`config.mk`:
```
export PLATFORM = sky130hd
export DESIGN_NAME = fwd_hazard_unit
export DESIGN_NICKNAME = d
export VERILOG_FILES = /design/src/rtl/fwd_hazard_unit.sv
export SDC_FILE = /design/constraint.sdc
export NUM_CORES = 1
export LEC_CHECK = 0
export CAP_MARGIN = 25
export CELL_PAD_IN_SITES_DETAIL_PLACEMENT = 1
export CELL_PAD_IN_SITES_GLOBAL_PLACEMENT = 1
export CORE_ASPECT_RATIO = 1.4
export CORE_UTILIZATION = 32
export DETAILED_ROUTE_END_ITERATION = 10
export GPL_TIMING_DRIVEN = 0
export PLACE_DENSITY_LB_ADDON = 0.1
export SKIP_LAST_GASP = 1
export SYNTH_ARGS = -nofsm -noshare
export SYNTH_HDL_FRONTEND = slang
export SYNTH_SLANG_ARGS = --single-unit
```
`constraint.sdc`:
```
create_clock -name clk_i -period 2.55 [get_ports clk_i]
set_clock_uncertainty 0.2 [all_clocks]
set_input_delay 0.255 -clock clk_i [delete_from_list [all_inputs] [get_ports clk_i]]
set_output_delay 0.255 -clock clk_i [all_outputs]
set_load 0.01 [all_outputs]
```
`src/rtl/fwd_hazard_unit.sv`:
```
// Forwarding-select and load-use hazard unit for the EX stage of the pipelined CPU.
// Tracks destination tags for ID/EX, EX/MEM and MEM/WB, and counts stall cycles.
module fwd_hazard_unit #(
    parameter int REG_W = 5,
    parameter int CNT_W = 16
) (
    input  logic             clk_i,
    input  logic             rst_i,
    input  logic             id_valid_i,
    input  logic [REG_W-1:0] id_rs_i,
    input  logic [REG_W-1:0] id_rt_i,
    input  logic [REG_W-1:0] id_dst_i,
    input  logic             id_regwrite_i,
    input  logic             id_memread_i,
    input  logic             flush_i,
    output logic [1:0]       fwd_a_o,
    output logic [1:0]       fwd_b_o,
    output logic             stall_o,
    output logic [CNT_W-1:0] stall_cnt_o
);

    localparam logic [CNT_W-1:0] CNT_ONE = CNT_W'(1);
    localparam logic [CNT_W-1:0] CNT_MAX = '1;
    localparam logic [REG_W-1:0] REG_ZERO = '0;

    logic [REG_W-1:0] ex_rs_q, ex_rs_d;
    logic [REG_W-1:0] ex_rt_q, ex_rt_d;
    logic [REG_W-1:0] ex_dst_q, ex_dst_d;
    logic             ex_regwrite_q, ex_regwrite_d;
    logic             ex_memread_q, ex_memread_d;
    logic [REG_W-1:0] mem_dst_q, mem_dst_d;
    logic             mem_regwrite_q, mem_regwrite_d;
    logic [REG_W-1:0] wb_dst_q, wb_dst_d;
    logic             wb_regwrite_q, wb_regwrite_d;
    logic [CNT_W-1:0] stall_cnt_q, stall_cnt_d;

    logic             bubble;
    logic [REG_W-1:0] ex_src [2];
    logic [1:0]       fwd_sel [2];

    assign ex_src[0] = ex_rs_q;
    assign ex_src[1] = ex_rt_q;

    // EX/MEM wins over MEM/WB because it holds the younger result.
    generate
        for (genvar gi = 0; gi < 2; gi++) begin : g_fwd
            always_comb begin
                fwd_sel[gi] = 2'b00;
                if (mem_regwrite_q && (mem_dst_q != REG_ZERO) && (mem_dst_q == ex_src[gi])) begin
                    fwd_sel[gi] = 2'b10;
                end else if (wb_regwrite_q && (wb_dst_q != REG_ZERO) && (wb_dst_q == ex_src[gi])) begin
                    fwd_sel[gi] = 2'b01;
                end
            end
        end
    endgenerate

    assign fwd_a_o = fwd_sel[0];
    assign fwd_b_o = fwd_sel[1];

    always_comb begin
        stall_o = id_valid_i && ex_memread_q && (ex_dst_q != REG_ZERO) &&
                  ((ex_dst_q == id_rs_i) || (ex_dst_q == id_rt_i));
    end

    assign bubble = stall_o || flush_i || !id_valid_i;

    always_comb begin
        wb_dst_d       = mem_dst_q;
        wb_regwrite_d  = mem_regwrite_q;
        mem_dst_d      = ex_dst_q;
        mem_regwrite_d = ex_regwrite_q;
        ex_rs_d        = id_rs_i;
        ex_rt_d        = id_rt_i;
        ex_dst_d       = id_dst_i;
        ex_regwrite_d  = id_regwrite_i;
        ex_memread_d   = id_memread_i;
        if (bubble) begin
            ex_rs_d       = '0;
            ex_rt_d       = '0;
            ex_dst_d      = '0;
            ex_regwrite_d = 1'b0;
            ex_memread_d  = 1'b0;
        end
    end

    // Saturating count so a long debug run never reports a misleadingly small value.
    always_comb begin
        stall_cnt_d = stall_cnt_q;
        if (stall_o && (stall_cnt_q != CNT_MAX)) begin
            stall_cnt_d = stall_cnt_q + CNT_ONE;
        end
    end

    always_ff @(posedge clk_i) begin
        if (rst_i) begin
            ex_rs_q        <= '0;
            ex_rt_q        <= '0;
            ex_dst_q       <= '0;
            ex_regwrite_q  <= 1'b0;
            ex_memread_q   <= 1'b0;
            mem_dst_q      <= '0;
            mem_regwrite_q <= 1'b0;
            wb_dst_q       <= '0;
            wb_regwrite_q  <= 1'b0;
            stall_cnt_q    <= '0;
        end else begin
            ex_rs_q        <= ex_rs_d;
            ex_rt_q        <= ex_rt_d;
            ex_dst_q       <= ex_dst_d;
            ex_regwrite_q  <= ex_regwrite_d;
            ex_memread_q   <= ex_memread_d;
            mem_dst_q      <= mem_dst_d;
            mem_regwrite_q <= mem_regwrite_d;
            wb_dst_q       <= wb_dst_d;
            wb_regwrite_q  <= wb_regwrite_d;
            stall_cnt_q    <= stall_cnt_d;
        end
    end

    assign stall_cnt_o = stall_cnt_q;

endmodule

```
# Word-level counts from Yosys, hierarchy flattened
# Index checks and enable logic that the tools add are counted.
dict set report totals {
  reg_bits 45
  inputBits 21
  word_cells 40
  out_inout_bits 21
}
dict set report op_classes {
  n_mux 4
  eq_ne 7
  n_addsub 1
  n_reduce_logical 18
}
# op n
set ops {}
lappend ops {{$eq 5x5->1} 6}
lappend ops {{$add 16x1->16 const B} 1}
lappend ops {{$ne 16x16->1 const B} 1}
lappend ops {{$reduce_bool 5->1} 3}
lappend ops {{$logic_and 1x1->1} 10}
lappend ops {{$mux 2} 2}
lappend ops {{$logic_or 1x1->1} 3}
lappend ops {{$mux 1} 2}
lappend ops {{$reduce_or 2->1} 1}
lappend ops {{$logic_not 1->1} 1}

# Longest topological paths before layout
dict set report logic_depth {
  ltp_word 6
  mapped_depth 7
}

# Worst setup path before layout
# Ideal clock, no wire load.
dict set report synth_path {
  path_type {reg-to-reg}
  startpoint {register stall_cnt_q[9] (netlist: stall_cnt_o[9])}
  endpoint {register stall_cnt_q[7] (netlist: stall_cnt_o[7])}
  required_ns 2.229
  setup_slack_ns 0.532
  path_buffers 1
  setup_ns 0.121
  path_stages_with_launch 7
  synth_period_minus_slack_ns 2.018
  t_arrival_ns 1.697
  cell_sequence {dfxtp_1 -> and4_4 -> nor2b_1 -> a41o_4 -> buf_6 -> nor4_1 -> mux2_4}
}
dict set report synth_via {
  elab_chain_cells 2
}
# item line_no
set synth_rtl {}
lappend synth_rtl {{start: declaration} 35} ;# logic [CNT_W-1:0] stall_cnt_q, stall_cnt_d;
lappend synth_rtl {{start signal: assignment} 117} ;# stall_cnt_q <= stall_cnt_d;
lappend synth_rtl {{$ne 16x16->1} 90} ;# if (stall_o && (stall_cnt_q != CNT_MAX)) begin
lappend synth_rtl {{$logic_and 1x1->1} 90}
# Every way passes these cells.
# A chain may end at the register's enable or synchronous reset.

# Worst setup path in the final report
dict set report layout_path {
  startpoint {register ex_dst_q[1]}
  endpoint {output port stall_o}
}
dict set report layout_via {
  elab_chain_cells 3
  elab_cells_between_ends 6
  cone_classes {eq/ne: 2; reduce/logical: 4}
}
# item line_no
set layout_rtl {}
lappend layout_rtl {{start: declaration} 28} ;# logic [REG_W-1:0] ex_dst_q, ex_dst_d;
lappend layout_rtl {{start signal: assignment} 110} ;# ex_dst_q <= ex_dst_d;
lappend layout_rtl {{$eq 5x5->1 or $reduce_bool 5->1 (tied branches)} {63, 62}}
lappend layout_rtl {{$logic_or 1x1->1 or $logic_and 1x1->1 (tied branches)} {63, 62}}
lappend layout_rtl {{$logic_and 1x1->1 *} 62} ;# stall_o = id_valid_i && ex_memread_q && (ex_dst_q != REG_ZERO) &&
lappend layout_rtl {{end: declaration} 18} ;# output logic stall_o,
# Every way passes the cells marked *; elsewhere a longest branch is shown, timed or not.

==> metrics.yaml <==
wl_um: 4970
final_cell_mix: "44 x dfxtp_1, 38 x clkdlybuf4s50_1, 24 x xor2_1, 19 x nor2b_1, 17 x and2_1"
avgRoutedWirePerCell_um: 14.7
gp_congestion: 0.817
synth_edf_count: 0
cts_made_buffers: 5
avgSynthCellArea_um2: 9.93
drv_cap: 0
finalHoldWorstSlack_ns: 0.252
synth_seq_cells: 45
p_leak_nw: 1.09
synth_fa_ha_area_share_pct: 0.586
synth.cell_area_um2: 2140
cts-root-buf: "clkbuf_8"
antenna_cells: 0
drtIter0Drc: 33
grt_util_all_layers_pct: 15.3
tightest_slew_ns: 0.493
gr-total-overflow: 0
synth_xor_area_share_pct: 12.3
antenna_found_initial: 0
drv_slew: 0
start_util_pct: 33.7
yosysUniqueCellTypes: 39
htree_num_levels: 2
io_pins: 42
outcome: "complete, no violations"
syn_to_final_growth_pct: 29.3
ys_seq_area_share_pct: 42.2
cp-end-kind: "output port"
r2r_cells: 7
ys.warnings.count: 0
maxSlewHeadroom_pct: 67.2
critPathRequiredTime_ns: 2.10
ir_drop_uv: 197
cts.sinks: 45
place.detailed.hpwl_um: 3810
setup_ws_ns: 0.0971
multiInputGateArea_um2: 1170
synth_compound_area_share_pct: 8.79
fp.dieW_um: 71.0
finalSetupViolCount: 0
vias_per_cell: 4.99
synthFlopType: "dfxtp_1"
synth_top_family_by_area: "simple AND/OR/NAND/NOR gates"
clkTransAtPathRegs_ns: 0.09
postRouteAntennaNets: 0
hold_path_class: "flop to flop"
clockBufferDepth: 2
rsz0062_at_grt: "yes"
cts_tree: "built"
dpl_cell_area_um2: 2630
worst-path-max-fanout: 5
path_class: "flop to output port"
num-fill-cells: 729
async_flop_share_pct: 0
fp.dieArea_um2: 7010
drive_above_1_share_pct: 12.8
fin_nets: 287
grt_pass1_vias: 1688
final_hold_viol_count: 0
p_per_area_nw_per_um2: 485
syn_nets: 237
die_h_um: 98.7
coreArea_um2: 6340
fin_crit_ns: 2.45
muxShareOfSynthArea_pct: 4.69
grt_pass1_wl_um: 8380
grt_max_degree: 14
post-route-drc-count: 0
holdPathStages: 1
synthSimpleGateAreaFrac_pct: 28.5
insertion_delay_ns: 0.29
crit_arrival_ns: 2.00
final-seq-area_um2: 902
io_buffers: 40
layout_commonest_cell: "dfxtp_1"
vias: 1680
clock.fmax_mhz: 408
dp_slack_ns: -0.402
finalSetupTns_ns: 0
final_area_um2: 2760
placementRows: 34
drtPass1Iterations: 6
timing.final.crit_share_pct: 96.2
synthCells: 215
critPathLaunchType: "flop"
## final cells by class
cell class | instances | share of cell area, %
multi-input combinational | 159 | 42.5
sequential | 45 | 32.7
timing repair buffer | 44 | 15.5
tap | 72 | 3.26
clock buffer | 5 | 2.49
buffer | 9 | 2.13
clock inverter | 2 | 1.27
inverter | 1 | 0.136
## sequential cells by signal, indices dropped and copies added, names as in the netlist
register / flops
stall_cnt_o: 16
ex_dst_q: 5
ex_rs_q: 5
ex_rt_q: 5
mem_dst_q: 5
wb_dst_q: 5
ex_memread_q: 1
ex_regwrite_q: 1
mem_regwrite_q: 1
wb_regwrite_q: 1
## worst max-delay path, stage by stage, from the launching register on
cell	delay (ns)
dfxtp_1	0.36
or4_4	0.56
o211ai_4	0.24
nor2_1	0.07
clkdlybuf4s50_1	0.48
## metrics by stage
stage / std cells / utilization (%) / power, W
global placement: 327 / 41.4 / 0.000837
floorplan: 215 / - / 0.000787
detailed placement: 327 / 41.4 / 0.000837
finish: 337 / 43.6 / 0.00134
global route: 337 / 43.6 / 0.00140
CTS: 335 / 43.2 / 0.00136
## power breakdown
| part | internal [W] | switching, W | total (W) |
|---|---|---|---|
| clock network | 0.000285 | 0.000233 | 0.000518 |
| logic | 0.0000564 | 0.0000439 | 0.000100 |
| registers | 0.000712 | 0.0000108 | 0.000723 |
## cells in the mapped netlist (2+ instances only)
| cell | count | area (um^2) |
|---|---|---|
| mux2_4 | 6 | 90.1 |
| o21ai_0 | 2 | 10.0 |
| and3_1 | 4 | 25.0 |
| nand2_1 | 4 | 15.0 |
| xor2_1 | 24 | 210 |
| buf_6 | 2 | 22.5 |
| o31ai_1 | 6 | 45.0 |
| nand4_1 | 4 | 25.0 |
| nor4_2 | 2 | 25.0 |
| and2_1 | 17 | 106 |
| o41ai_1 | 2 | 17.5 |
| nor3_2 | 2 | 20.0 |
| nor2_1 | 10 | 37.5 |
| or4b_1 | 2 | 20.0 |
| or4_1 | 10 | 75.1 |
| nand2b_1 | 2 | 12.5 |
| buf_2 | 3 | 15.0 |
| nor2b_1 | 19 | 119 |
| a21oi_1 | 9 | 45.0 |
| nand3_1 | 8 | 40.0 |
| clkbuf_1 | 3 | 11.3 |
| or3_1 | 2 | 12.5 |
| nor4_1 | 5 | 31.3 |
| nor3_1 | 3 | 15.0 |
| dfxtp_1 | 45 | 901 |
| xnor2_1 | 6 | 52.6 |
## cell families (layout without fill, tap and decap cells)
| family | Yosys count | in the layout |
|---|---|---|
| AND/OR/NAND/NOR | 97 | 97 |
| flip-flops | 45 | 45 |
| XOR/XNOR | 30 | 30 |
| AO/OA/AOI/OAI | 24 | 24 |
| buffers and inverters | 11 | 61 |
| multiplexers | 7 | 7 |
| adder cells (fa/ha/maj) | 1 | 1 |
## final timing paths
path / startpoint / end / slack (ns)
setup reg to reg: ex_dst_q[2] / stall_cnt_o[7] / 0.34
hold / removal: ex_regwrite_q / mem_regwrite_q / 0.25
setup / recovery: ex_dst_q[1] / stall_o / 0.1
hold reg to reg: ex_regwrite_q / mem_regwrite_q / 0.25
## routing by layer
layer / GRT usage (%) / wire, um / vias up
li1: - / - / 858
met1: 19.5 / 2340 / 788
met2: 26.4 / 2440 / 29
met3: 2.56 / 126 / 5
met4: 4.62 / 66 / 0
met5: 0 / 0 / -
## what timing repair did
item | CTS | global route
pin swaps | 1 | 0
endpoints found under the setup margin | 3 | 4
resized for setup | 2 | 5
hold buffers | 0 | 0
endpoints found under the hold margin | 0 | 0
buffers inserted | 1 | 3
gates cloned | 0 | 0
Note: power is estimated with default switching activity, not from simulation.
